[src/rtl/ladybird_uart_pkg.sv]
// Shared definitions for the ladybird UART peripheral.
//   - register offsets (addr[3:2]) for DATA / STATUS / CTRL / CLEAR
//   - bit positions inside STATUS, CTRL and CLEAR
//   - ctrl_t: the CTRL register contents
//   - rx_state_t: receiver FSM states
package ladybird_uart_pkg;

   localparam logic [1:0] REG_DATA   = 2'd0;
   localparam logic [1:0] REG_STATUS = 2'd1;
   localparam logic [1:0] REG_CTRL   = 2'd2;
   localparam logic [1:0] REG_CLEAR  = 2'd3;

   localparam int ST_RX_NONEMPTY   = 0;
   localparam int ST_TX_FULL       = 1;
   localparam int ST_TX_IDLE       = 2;
   localparam int ST_OVERRUN       = 3;
   localparam int ST_RX_COUNT_LSB  = 8;

   localparam int CTRL_NBYTES_LSB     = 0;
   localparam int CTRL_IRQ_RX_EN      = 8;
   localparam int CTRL_IRQ_TX_IDLE_EN = 9;

   localparam int CLR_OVERRUN = 0;
   localparam int CLR_FLUSH   = 1;

   typedef struct packed {
      logic       irq_tx_idle_en;
      logic       irq_rx_en;
      logic [2:0] nbytes;
   } ctrl_t;

   typedef enum logic [1:0] {
      RX_IDLE,
      RX_START,
      RX_DATA,
      RX_STOP
   } rx_state_t;

   // Word sizes of 1..4 bytes are the only legal CTRL.nbytes values.
   function automatic logic nbytes_legal(input logic [2:0] nb);
      return (nb != 3'd0) && (nb <= 3'd4);
   endfunction

endpackage

[src/rtl/ladybird_fifo.sv]
// Synchronous FIFO with occupancy count.
//   push/wdata  : enqueue (ignored when full unless a pop happens in the same cycle)
//   pop         : dequeue head (ignored when empty)
//   flush       : empty the FIFO, wins over push/pop
//   rdata       : current head word
//   full/empty/count : occupancy
module ladybird_fifo #(
   parameter int DW = 32,
   parameter int AW = 3
) (
   input  logic          clk,
   input  logic          nrst,
   input  logic          push,
   input  logic          pop,
   input  logic          flush,
   input  logic [DW-1:0] wdata,
   output logic [DW-1:0] rdata,
   output logic          full,
   output logic          empty,
   output logic [AW:0]   count
);

   localparam logic [AW:0] DEPTH = (AW+1)'(1 << AW);

   logic [DW-1:0] mem_q [1 << AW];
   logic [AW-1:0] wr_ptr_q, wr_ptr_d;
   logic [AW-1:0] rd_ptr_q, rd_ptr_d;
   logic [AW:0]   count_q, count_d;
   logic          do_push, do_pop;

   assign do_pop  = pop && (count_q != '0) && !flush;
   assign do_push = push && ((count_q != DEPTH) || do_pop) && !flush;

   always_comb begin
      wr_ptr_d = wr_ptr_q;
      rd_ptr_d = rd_ptr_q;
      count_d  = count_q;
      if (flush) begin
         wr_ptr_d = '0;
         rd_ptr_d = '0;
         count_d  = '0;
      end else begin
         if (do_push) wr_ptr_d = wr_ptr_q + 1'b1;
         if (do_pop)  rd_ptr_d = rd_ptr_q + 1'b1;
         case ({do_push, do_pop})
            2'b10:   count_d = count_q + 1'b1;
            2'b01:   count_d = count_q - 1'b1;
            default: count_d = count_q;
         endcase
      end
   end

   always_ff @(posedge clk or negedge nrst) begin
      if (!nrst) begin
         wr_ptr_q <= '0;
         rd_ptr_q <= '0;
         count_q  <= '0;
      end else begin
         wr_ptr_q <= wr_ptr_d;
         rd_ptr_q <= rd_ptr_d;
         count_q  <= count_d;
      end
   end

   always_ff @(posedge clk) begin
      if (do_push) mem_q[wr_ptr_q] <= wdata;
   end

   assign rdata = mem_q[rd_ptr_q];
   assign full  = (count_q == DEPTH);
   assign empty = (count_q == '0);
   assign count = count_q;

endmodule

[src/rtl/ladybird_uart_packer.sv]
// Packs received bytes into little-endian words of 1..4 bytes.
//   byte_valid/byte_data : incoming bytes
//   nbytes               : live CTRL.nbytes, sampled at each word start
//   flush                : drop the partial word and restart at lane 0
//   push/word            : one-cycle strobe, one cycle after the last byte
module ladybird_uart_packer (
   input  logic        clk,
   input  logic        nrst,
   input  logic        flush,
   input  logic        byte_valid,
   input  logic [7:0]  byte_data,
   input  logic [2:0]  nbytes,
   output logic        push,
   output logic [31:0] word
);

   logic [1:0]  cnt_q, cnt_d;
   logic [2:0]  nb_q, nb_d;
   logic [31:0] lanes_q, lanes_d;
   logic        push_q, push_d;
   logic [2:0]  nb_eff;

   // The word size is frozen when the first byte of a word lands.
   assign nb_eff = (cnt_q == 2'd0) ? nbytes : nb_q;

   always_comb begin
      cnt_d   = cnt_q;
      nb_d    = nb_q;
      lanes_d = lanes_q;
      push_d  = 1'b0;
      if (flush) begin
         cnt_d   = '0;
         lanes_d = '0;
      end else if (byte_valid) begin
         if (cnt_q == 2'd0) begin
            nb_d    = nbytes;
            lanes_d = '0;
         end
         lanes_d[8*cnt_q +: 8] = byte_data;
         if ({1'b0, cnt_q} == nb_eff - 3'd1) begin
            cnt_d  = '0;
            push_d = 1'b1;
         end else begin
            cnt_d = cnt_q + 2'd1;
         end
      end
   end

   always_ff @(posedge clk or negedge nrst) begin
      if (!nrst) begin
         cnt_q   <= '0;
         nb_q    <= 3'd1;
         lanes_q <= '0;
         push_q  <= 1'b0;
      end else begin
         cnt_q   <= cnt_d;
         nb_q    <= nb_d;
         lanes_q <= lanes_d;
         push_q  <= push_d;
      end
   end

   assign push = push_q;
   assign word = lanes_q;

endmodule

[src/rtl/ladybird_uart_receiver.sv]
// 8N1 UART receiver. Samples each bit at its centre using a down-counting
// bit timer. Frames with a bad stop bit are dropped silently.
//   rxd        : serial input (asynchronous, synchronised here)
//   byte_valid : one-cycle strobe with byte_data
//
// state    | meaning
// RX_IDLE  | waiting for a falling edge (start bit)
// RX_START | half-bit wait, re-check start bit is still low
// RX_DATA  | sampling 8 data bits, LSB first
// RX_STOP  | sampling stop bit; deliver byte if it is high
module ladybird_uart_receiver
   import ladybird_uart_pkg::*;
#(
   parameter logic [15:0] WTIME = 16'h364
) (
   input  logic       clk,
   input  logic       nrst,
   input  logic       rxd,
   output logic       byte_valid,
   output logic [7:0] byte_data
);

   rx_state_t   state_q, state_d;
   logic        rxd_meta_q, rxd_sync_q;
   logic [15:0] timer_q, timer_d;
   logic [2:0]  bit_q, bit_d;
   logic [7:0]  shift_q, shift_d;
   logic        valid_q, valid_d;
   logic        tc;

   assign tc = (timer_q == 16'd0);

   always_ff @(posedge clk or negedge nrst) begin
      if (!nrst) begin
         state_q    <= RX_IDLE;
         rxd_meta_q <= 1'b1;
         rxd_sync_q <= 1'b1;
         timer_q    <= '0;
         bit_q      <= '0;
         shift_q    <= '0;
         valid_q    <= 1'b0;
      end else begin
         state_q    <= state_d;
         rxd_meta_q <= rxd;
         rxd_sync_q <= rxd_meta_q;
         timer_q    <= timer_d;
         bit_q      <= bit_d;
         shift_q    <= shift_d;
         valid_q    <= valid_d;
      end
   end

   always_comb begin
      state_d = state_q;
      timer_d = tc ? timer_q : timer_q - 16'd1;
      bit_d   = bit_q;
      shift_d = shift_q;
      valid_d = 1'b0;
      case (state_q)
         RX_IDLE: begin
            if (!rxd_sync_q) begin
               state_d = RX_START;
               timer_d = {1'b0, WTIME[15:1]} - 16'd1;
            end
         end
         RX_START: begin
            if (tc) begin
               if (!rxd_sync_q) begin
                  state_d = RX_DATA;
                  timer_d = WTIME - 16'd1;
                  bit_d   = '0;
               end else begin
                  state_d = RX_IDLE;
               end
            end
         end
         RX_DATA: begin
            if (tc) begin
               shift_d = {rxd_sync_q, shift_q[7:1]};
               timer_d = WTIME - 16'd1;
               bit_d   = bit_q + 3'd1;
               if (bit_q == 3'd7) state_d = RX_STOP;
            end
         end
         RX_STOP: begin
            if (tc) begin
               valid_d = rxd_sync_q;
               state_d = RX_IDLE;
            end
         end
         default: state_d = RX_IDLE;
      endcase
   end

   always_comb begin
      byte_valid = valid_q;
      byte_data  = shift_q;
   end

endmodule

[src/rtl/ladybird_uart_transmitter.sv]
// 8N1 UART transmitter with a down-counting bit timer.
//   in_valid/in_data/in_ready : byte handshake, accepted when both high
//   busy                      : a frame is being shifted out
//   txd                       : serial output, idles high (also during reset)
module ladybird_uart_transmitter #(
   parameter logic [15:0] WTIME = 16'h364
) (
   input  logic       clk,
   input  logic       nrst,
   input  logic       in_valid,
   input  logic [7:0] in_data,
   output logic       in_ready,
   output logic       busy,
   output logic       txd
);

   logic        busy_q, busy_d;
   logic        txd_q, txd_d;
   logic [15:0] timer_q, timer_d;
   logic [3:0]  bits_q, bits_d;
   logic [8:0]  shift_q, shift_d;

   // shift_q holds the remaining data bits followed by the stop bit;
   // bits_q counts how many of them are still to be driven.
   always_comb begin
      busy_d  = busy_q;
      txd_d   = txd_q;
      timer_d = timer_q;
      bits_d  = bits_q;
      shift_d = shift_q;
      if (!busy_q) begin
         if (in_valid) begin
            busy_d  = 1'b1;
            txd_d   = 1'b0;
            shift_d = {1'b1, in_data};
            bits_d  = 4'd9;
            timer_d = WTIME - 16'd1;
         end
      end else if (timer_q == 16'd0) begin
         if (bits_q == 4'd0) begin
            busy_d = 1'b0;
            txd_d  = 1'b1;
         end else begin
            txd_d   = shift_q[0];
            shift_d = {1'b1, shift_q[8:1]};
            bits_d  = bits_q - 4'd1;
            timer_d = WTIME - 16'd1;
         end
      end else begin
         timer_d = timer_q - 16'd1;
      end
   end

   always_ff @(posedge clk or negedge nrst) begin
      if (!nrst) begin
         busy_q  <= 1'b0;
         txd_q   <= 1'b1;
         timer_q <= '0;
         bits_q  <= '0;
         shift_q <= '1;
      end else begin
         busy_q  <= busy_d;
         txd_q   <= txd_d;
         timer_q <= timer_d;
         bits_q  <= bits_d;
         shift_q <= shift_d;
      end
   end

   assign in_ready = !busy_q;
   assign busy     = busy_q;
   assign txd      = txd_q;

endmodule

[src/rtl/ladybird_uart_controller.sv]
// Register-mapped UART peripheral on the ladybird bus.
//   clk, nrst          : clock, asynchronous active-low reset
//   uart_txd_in        : serial line from host (into our receiver)
//   uart_rxd_out       : serial line to host (from our transmitter)
//   req/addr/wstrb/wdata, gnt, rdata/data_gnt : bus port, wstrb==0 is a read
//   irq                : level interrupt, registered
// Registers (addr[3:2]): DATA, STATUS, CTRL, CLEAR.
module ladybird_uart_controller
   import ladybird_uart_pkg::*;
#(
   parameter logic [15:0] WTIME        = 16'h364,
   parameter int          FIFO_DEPTH_W = 3,
   parameter int          RESET_NBYTES = 1
) (
   input  logic        clk,
   input  logic        nrst,
   input  logic        uart_txd_in,
   output logic        uart_rxd_out,
   input  logic        req,
   input  logic [3:0]  addr,
   input  logic [3:0]  wstrb,
   input  logic [31:0] wdata,
   output logic        gnt,
   output logic [31:0] rdata,
   output logic        data_gnt,
   output logic        irq
);

   localparam ctrl_t CTRL_RESET = '{irq_tx_idle_en: 1'b0, irq_rx_en: 1'b0,
                                    nbytes: 3'(RESET_NBYTES)};

   ctrl_t       ctrl_q, ctrl_d;
   logic        overrun_q, overrun_d;
   logic        data_gnt_q, data_gnt_d;
   logic [31:0] rdata_q, rdata_d;
   logic        irq_q, irq_d;
   logic [1:0]  tx_cnt_q, tx_cnt_d;
   logic [2:0]  tx_nb_q, tx_nb_d;

   logic [1:0]  reg_sel;
   logic        rd_req, wr_req, rd_gnt, wr_gnt;
   logic        ctrl_wr, clr_wr, flush;
   logic        unused_addr;

   logic                  rx_byte_valid;
   logic [7:0]            rx_byte;
   logic                  rx_push, rx_pop, rx_full, rx_empty, rx_drop;
   logic [31:0]           rx_word, rx_head;
   logic [FIFO_DEPTH_W:0] rx_count;

   logic                  tx_push, tx_pop, tx_full, tx_empty;
   logic [31:0]           tx_head;
   logic [FIFO_DEPTH_W:0] tx_count_unused;
   logic                  tx_in_valid, tx_in_ready, tx_busy, tx_accept, tx_last;
   logic [2:0]            tx_nb_eff;
   logic                  tx_idle;

   logic [31:0] status_word, ctrl_word;

   assign unused_addr = ^addr[1:0];

   // ---------------- bus decode ----------------
   assign reg_sel = addr[3:2];
   assign rd_req  = req && (wstrb == 4'b0000);
   assign wr_req  = req && (wstrb != 4'b0000);
   // data_gnt_q high means the single allowed read is still in flight.
   assign rd_gnt  = rd_req && !data_gnt_q;
   assign wr_gnt  = wr_req && ((reg_sel != REG_DATA) || !tx_full);
   assign gnt     = rd_gnt || wr_gnt;

   assign ctrl_wr = wr_gnt && (reg_sel == REG_CTRL);
   assign clr_wr  = wr_gnt && (reg_sel == REG_CLEAR) && wstrb[0];
   assign flush   = clr_wr && wdata[CLR_FLUSH];

   assign rx_pop  = rd_gnt && (reg_sel == REG_DATA) && !rx_empty;
   assign tx_push = wr_gnt && (reg_sel == REG_DATA);

   // ---------------- RX path ----------------
   ladybird_uart_receiver #(.WTIME(WTIME)) u_rx (
      .clk        (clk),
      .nrst       (nrst),
      .rxd        (uart_txd_in),
      .byte_valid (rx_byte_valid),
      .byte_data  (rx_byte)
   );

   ladybird_uart_packer u_packer (
      .clk        (clk),
      .nrst       (nrst),
      .flush      (flush),
      .byte_valid (rx_byte_valid),
      .byte_data  (rx_byte),
      .nbytes     (ctrl_q.nbytes),
      .push       (rx_push),
      .word       (rx_word)
   );

   ladybird_fifo #(.DW(32), .AW(FIFO_DEPTH_W)) u_rx_fifo (
      .clk   (clk),
      .nrst  (nrst),
      .push  (rx_push),
      .pop   (rx_pop),
      .flush (flush),
      .wdata (rx_word),
      .rdata (rx_head),
      .full  (rx_full),
      .empty (rx_empty),
      .count (rx_count)
   );

   // A pop in the same cycle frees the slot, so only a full FIFO without a
   // concurrent read loses the word.
   assign rx_drop = rx_push && rx_full && !rx_pop;

   // ---------------- TX path ----------------
   ladybird_fifo #(.DW(32), .AW(FIFO_DEPTH_W)) u_tx_fifo (
      .clk   (clk),
      .nrst  (nrst),
      .push  (tx_push),
      .pop   (tx_pop),
      .flush (flush),
      .wdata (wdata),
      .rdata (tx_head),
      .full  (tx_full),
      .empty (tx_empty),
      .count (tx_count_unused)
   );

   assign tx_nb_eff   = (tx_cnt_q == 2'd0) ? ctrl_q.nbytes : tx_nb_q;
   assign tx_in_valid = !tx_empty && !flush;
   assign tx_accept   = tx_in_valid && tx_in_ready;
   assign tx_last     = ({1'b0, tx_cnt_q} == tx_nb_eff - 3'd1);
   assign tx_pop      = tx_accept && tx_last;

   ladybird_uart_transmitter #(.WTIME(WTIME)) u_tx (
      .clk      (clk),
      .nrst     (nrst),
      .in_valid (tx_in_valid),
      .in_data  (tx_head[8*tx_cnt_q +: 8]),
      .in_ready (tx_in_ready),
      .busy     (tx_busy),
      .txd      (uart_rxd_out)
   );

   assign tx_idle = tx_empty && !tx_busy;

   always_comb begin
      tx_cnt_d = tx_cnt_q;
      tx_nb_d  = tx_nb_q;
      if (flush) begin
         tx_cnt_d = '0;
      end else if (tx_accept) begin
         if (tx_cnt_q == 2'd0) tx_nb_d = ctrl_q.nbytes;
         tx_cnt_d = tx_last ? 2'd0 : tx_cnt_q + 2'd1;
      end
   end

   // ---------------- registers ----------------
   always_comb begin
      status_word                             = '0;
      status_word[ST_RX_NONEMPTY]             = !rx_empty;
      status_word[ST_TX_FULL]                 = tx_full;
      status_word[ST_TX_IDLE]                 = tx_idle;
      status_word[ST_OVERRUN]                 = overrun_q;
      status_word[ST_RX_COUNT_LSB +: 8]       = 8'(rx_count);

      ctrl_word                               = '0;
      ctrl_word[CTRL_NBYTES_LSB +: 3]         = ctrl_q.nbytes;
      ctrl_word[CTRL_IRQ_RX_EN]               = ctrl_q.irq_rx_en;
      ctrl_word[CTRL_IRQ_TX_IDLE_EN]          = ctrl_q.irq_tx_idle_en;
   end

   always_comb begin
      ctrl_d     = ctrl_q;
      overrun_d  = overrun_q;
      data_gnt_d = rd_gnt;
      rdata_d    = '0;

      if (rd_gnt) begin
         case (reg_sel)
            REG_DATA:   rdata_d = rx_empty ? 32'h0 : rx_head;
            REG_STATUS: rdata_d = status_word;
            REG_CTRL:   rdata_d = ctrl_word;
            default:    rdata_d = 32'h0;
         endcase
      end

      if (ctrl_wr) begin
         if (wstrb[0] && nbytes_legal(wdata[CTRL_NBYTES_LSB +: 3]))
            ctrl_d.nbytes = wdata[CTRL_NBYTES_LSB +: 3];
         if (wstrb[1]) begin
            ctrl_d.irq_rx_en      = wdata[CTRL_IRQ_RX_EN];
            ctrl_d.irq_tx_idle_en = wdata[CTRL_IRQ_TX_IDLE_EN];
         end
      end

      // A new overrun in the clearing cycle must not be lost.
      if (clr_wr && wdata[CLR_OVERRUN]) overrun_d = 1'b0;
      if (rx_drop)                      overrun_d = 1'b1;

      irq_d = (ctrl_q.irq_rx_en && !rx_empty) || (ctrl_q.irq_tx_idle_en && tx_idle);
   end

   always_ff @(posedge clk or negedge nrst) begin
      if (!nrst) begin
         ctrl_q     <= CTRL_RESET;
         overrun_q  <= 1'b0;
         data_gnt_q <= 1'b0;
         rdata_q    <= '0;
         irq_q      <= 1'b0;
         tx_cnt_q   <= '0;
         tx_nb_q    <= 3'(RESET_NBYTES);
      end else begin
         ctrl_q     <= ctrl_d;
         overrun_q  <= overrun_d;
         data_gnt_q <= data_gnt_d;
         rdata_q    <= rdata_d;
         irq_q      <= irq_d;
         tx_cnt_q   <= tx_cnt_d;
         tx_nb_q    <= tx_nb_d;
      end
   end

   assign rdata    = rdata_q;
   assign data_gnt = data_gnt_q;
   assign irq      = irq_q;

endmodule

[config.mk]
export PLATFORM = sky130hd
export DESIGN_NAME = ladybird_uart_controller
export DESIGN_NICKNAME = d
export VERILOG_FILES = /design/src/rtl/ladybird_uart_pkg.sv /design/src/rtl/ladybird_fifo.sv /design/src/rtl/ladybird_uart_packer.sv /design/src/rtl/ladybird_uart_receiver.sv /design/src/rtl/ladybird_uart_transmitter.sv /design/src/rtl/ladybird_uart_controller.sv
export SDC_FILE = /design/constraint.sdc
export NUM_CORES = 1
export LEC_CHECK = 0
export ABC_AREA = 1
export CORE_MARGIN = 8
export CORE_UTILIZATION = 55
export CTS_BUF_LIST = sky130_fd_sc_hd__clkbuf_8
export DETAILED_ROUTE_END_ITERATION = 10
export PLACE_DENSITY = 0.75
export SLEW_MARGIN = 0
export SYNTH_ARGS = -nofsm -noshare
export SYNTH_HDL_FRONTEND = slang
export SYNTH_SLANG_ARGS = --single-unit
[constraint.sdc]
create_clock -name clk -period 3.5 [get_ports clk]
set_input_delay 0.35 -clock clk [delete_from_list [all_inputs] [get_ports clk]]
set_output_delay 0.35 -clock clk [all_outputs]
set_load 0.05 [all_outputs]
==> results of run 1 <==
-- stage by stage --
stage               hold WS, ps  worst slack [ps]
CTS                       22.70             213.2
floorplan                 54.41             58.18
finish                    80.67             420.8
global placement          349.8             360.6
global route              39.33             23.72
detailed placement        350.3             240.4
-- synth_stat cells (all sizes together) (6+ instances only) --
master	count	share of area [%]
o21ai	345	6.2
nand2	260	3.6
buf	50	1.0
o22ai	23	0.52
nor3	14	0.31
o211ai	72	1.9
xor2	17	0.53
a31oi	34	0.76
dfrtp	151	14
o221ai	13	0.41
ha	23	1.0
nand4	12	0.32
a21oi	61	1.1
or2	6	0.13
dfstp	14	1.3
o31ai	11	0.30
nand3	106	2.0
xnor2	7	0.22
inv	124	1.7
clkbuf	70	0.94
edfxtp	512	55
nor2	469	6.4
-- state kept, by name (all words and copies together), names as in the netlist, 4 cells and up, named ones only --
| name | cells |
|---|---|
| u_tx_fifo.mem_q | 256 |
| u_rx_fifo.count | 4 |
| u_rx_fifo.mem_q | 256 |
| u_packer.word | 32 |
| ctrl_q | 5 |
| u_tx.timer_q | 16 |
| u_tx.bits_q | 4 |
| u_rx.byte_data | 8 |
| rdata | 32 |
| u_tx_fifo.count | 4 |
| u_tx.shift_q | 8 |
| u_rx.timer_q | 16 |
-- cell families (layout without fill, tap and decap cells) --
family / after synthesis / in the layout
simple gates: 873 / 873
mux: 2 / 2
buf+inv: 247 / 449
fa+ha+maj: 25 / 25
flops: 677 / 677
other cells: 0 / 3
xor+xnor: 24 / 24
compound gates: 563 / 563
-- layout by cell type (no fill, tap or decap), types with 12 or more instances in the layout --
cell,instances
o22ai_1,23
xor2_1,17
dfstp_2,14
o21ai_0,328
clkinv_2,14
a21oi_1,59
nor2_4,19
nand2_1,250
ha_1,22
clkinv_1,14
nor3_1,12
o211ai_1,72
nor2_1,445
a31oi_1,34
inv_1,168
dfrtp_1,147
o221ai_1,13
o21ai_1,16
edfxtp_1,512
clkbuf_8,108
clkdlybuf4s50_1,75
buf_12,18
nand3_1,104
buf_4,34
-- critical path: cells and delay by family (launching register included) --
kind	cells	cell delay, ps
AO/OA/AOI/OAI	1	130
adder cells (fa/ha/maj)	3	760
AND/OR/NAND/NOR	13	1150
buffers and inverters	5	340
flip-flops	1	380
XOR/XNOR	1	200
-- final cells by class --
cell class                 count  area share (%)
antenna                        3         0.02375
timing repair buffer         129           4.389
multi-input combinational   1487           23.68
clock buffer                 108           4.702
clock inverter                85           1.247
inverter                     127           1.516
tap                          672           2.660
sequential                   677           61.79
-- worst paths after layout --
kind                                  from                  to  slack (ps)  cells past startpoint
max                            tx_cnt_q[0]  u_tx_fifo.count[3]         420                     23
min                            uart_txd_in     u_rx.rxd_meta_q          80                      1
max reg2reg                    tx_cnt_q[0]  u_tx_fifo.count[3]         420                     23
min reg2reg                u_rx.rxd_meta_q     u_rx.rxd_sync_q         360                      0
max in group asynchronous             nrst            u_tx.txd        2340                      3
min in group asynchronous             nrst           rdata[10]         190                      2
-- timing repair --
| item | CTS | global route |
|---|---|---|
| setup endpoints to repair | 0 | 1 |
| buffers inserted | 0 | 1 |
| hold endpoints to repair | 55 | 0 |
| resized for setup | 0 | 3 |
| hold buffers | 1 | 0 |
-- layer usage --
metal,wire length (um),GRT usage [%],vias up
met5,22,0,-
met4,1504,8.222,4
met3,5116,4.424,114
met2,30070,35.08,719
met1,26290,29.43,9266
li1,-,-,8793
-- power groups by stage --
stage / registers [mW] / clock network, mW / logic (mW)
2_1_floorplan: 9.30 / 0 / 1.69
3_3_place_gp: 9.39 / 0 / 2.36
3_5_place_dp: 9.41 / 0 / 2.47
4_1_cts: 9.25 / 6.01 / 2.48
6_report: 9.25 / 5.88 / 2.48
5_1_grt: 9.29 / 6.39 / 2.78
==> results.toml, run 1 <==
[final_layout]
final_util_pct = 63.01
fill_cells = 3765
drive_gt1_share_pct = 9.950
synthToLayoutAreaGrowth_pct = 13.32
final-instance-count-excl-fill = 3288
final_area_sq_um = 31610
seqCellArea_sq_um = 19530
finalNetCount = 2594
multi_input_area_sq_um = 7485

[yosys]
synth-adder-area-share_pct = 1.175
yosysSeqAreaShare_pct = 69.97
synth_compound_gate_area_share_pct = 11.39
netlist_area_sq_um = 27900
synth_edf_count = 512
synthSimpleGateAreaFrac_pct = 12.97
synthMuxAreaShare_pct = 0.07624
ys.flop_type = "edfxtp_1"
syn_nets = 2480
synth_cell_types = 52
synth_top_family_by_area = "simple AND/OR/NAND/NOR gates"
yosysWarnings = 0
avgSynthCellArea_sq_um = 11.57
synthCells = 2411
synthArstFlopShare_pct = 24.37
synth_seq_cells = 677
yosys.area_share.xor_xnor_pct = 0.7534

[route]
drt_iter0_drc = 1810
ant_nets = 0
vias = 18900
via_per_inst = 5.747
finalWirelength_um = 63000
first_pass_iters = 5
remaining_drc_errors = 0
post_drt_wl_per_cell_um = 19.16

[worst_setup_path]
path_cells = "inv_1 > ha_2 > inv_1 > nand2_1 > nand2_1 > inv_1 > ha_1 > inv_1 > nand2_1 > nand2_1 > nand3_1 > nor2_1 > nand4_1 > nor2_4 > ha_1 > a21oi_1 > nand2_1 > xor2_1 > inv_1 > nand2_1 > nand2_1 > nand2_1 > nand2_1"
crit_top_cell = "nand2_1"
worst-path-max-fanout = 6
worst_ep_required_time_ps = 4090
crit_slowest_cell = "dfrtp_1"
path_class = "reg2reg"
crit_path_start_kind = "register"
cp-end-kind = "register"
arrival_ps = 3670
critPathMaxStageDelay_ps = 380

[place]
place.gp.congestion = 0.8704
placed_cell_area_sq_um = 29700
port_buffers = 77
placedCellCount = 3090
dp_hpwl_um = 37120

[pwr]
vdd_drop_max_mv = 0.3995
power_mw = 17.62
combPwrFrac_pct = 14.1
p_seq_share_pct = 52.5
p_int_mw = 12.65
switching_share_pct = 28.22
p_clk_share_pct = 33.4
p_sw_mw = 4.972
leakagePower_nw = 11.99
p_per_area_nw_per_um2 = 557.3

[global_routing]
grtUsageTotal_pct = 21.83
grt_pass1_vias = 18630
antenna_found_initial = 6
grt_max_degree = 130
grt_pass1_wl_um = 99570
overflow = 0

[sta]
setup_viol = 0
report.final.hold_viol_count = 0
min_period_over_period_pct = 87.98
clock.fmax_mhz = 324.8
worst_pin_slew_ps = 798.7
rsz0062_at_grt = "false"
final_max_slew_viol_count = 0
period_minus_slack_ps = 3079
skew_ps = 27.77
slew_headroom_pct = 46.75
tns_ps = 0

[min_path]
hp-class = "in2reg"

[die]
ios = 80
die-area_sq_um = 58190
start_util_pct = 55.61
fp.dieH_um = 241.2
die_w_um = 241.2
row_count = 82
core_area_sq_um = 50170

[clocking]
cts_max_level = 3
cts_sinks = 677
cts_buffers = 103
root_buffer = "clkbuf_8"
tritoncts = "yes"
clkTransAtPathRegs_ps = 60
cts_buffer_depth = 3
insertion_delay_ps = 700

[outcome]
outcome = "completed"

[job]
drv_cap = 0
Power figures use the tool's default switching activity.
==> run 2: changes to the inputs <==
- TNS_END_PERCENT: default -> 30
==> results of run 2 <==
No change in the layout: final DEF, timing and power equal those of run 1.
==> run 3: changes to the inputs <==
- CAP_MARGIN: default -> 10
==> results of run 3 <==
No change in the layout: final DEF, timing and power equal those of run 1.
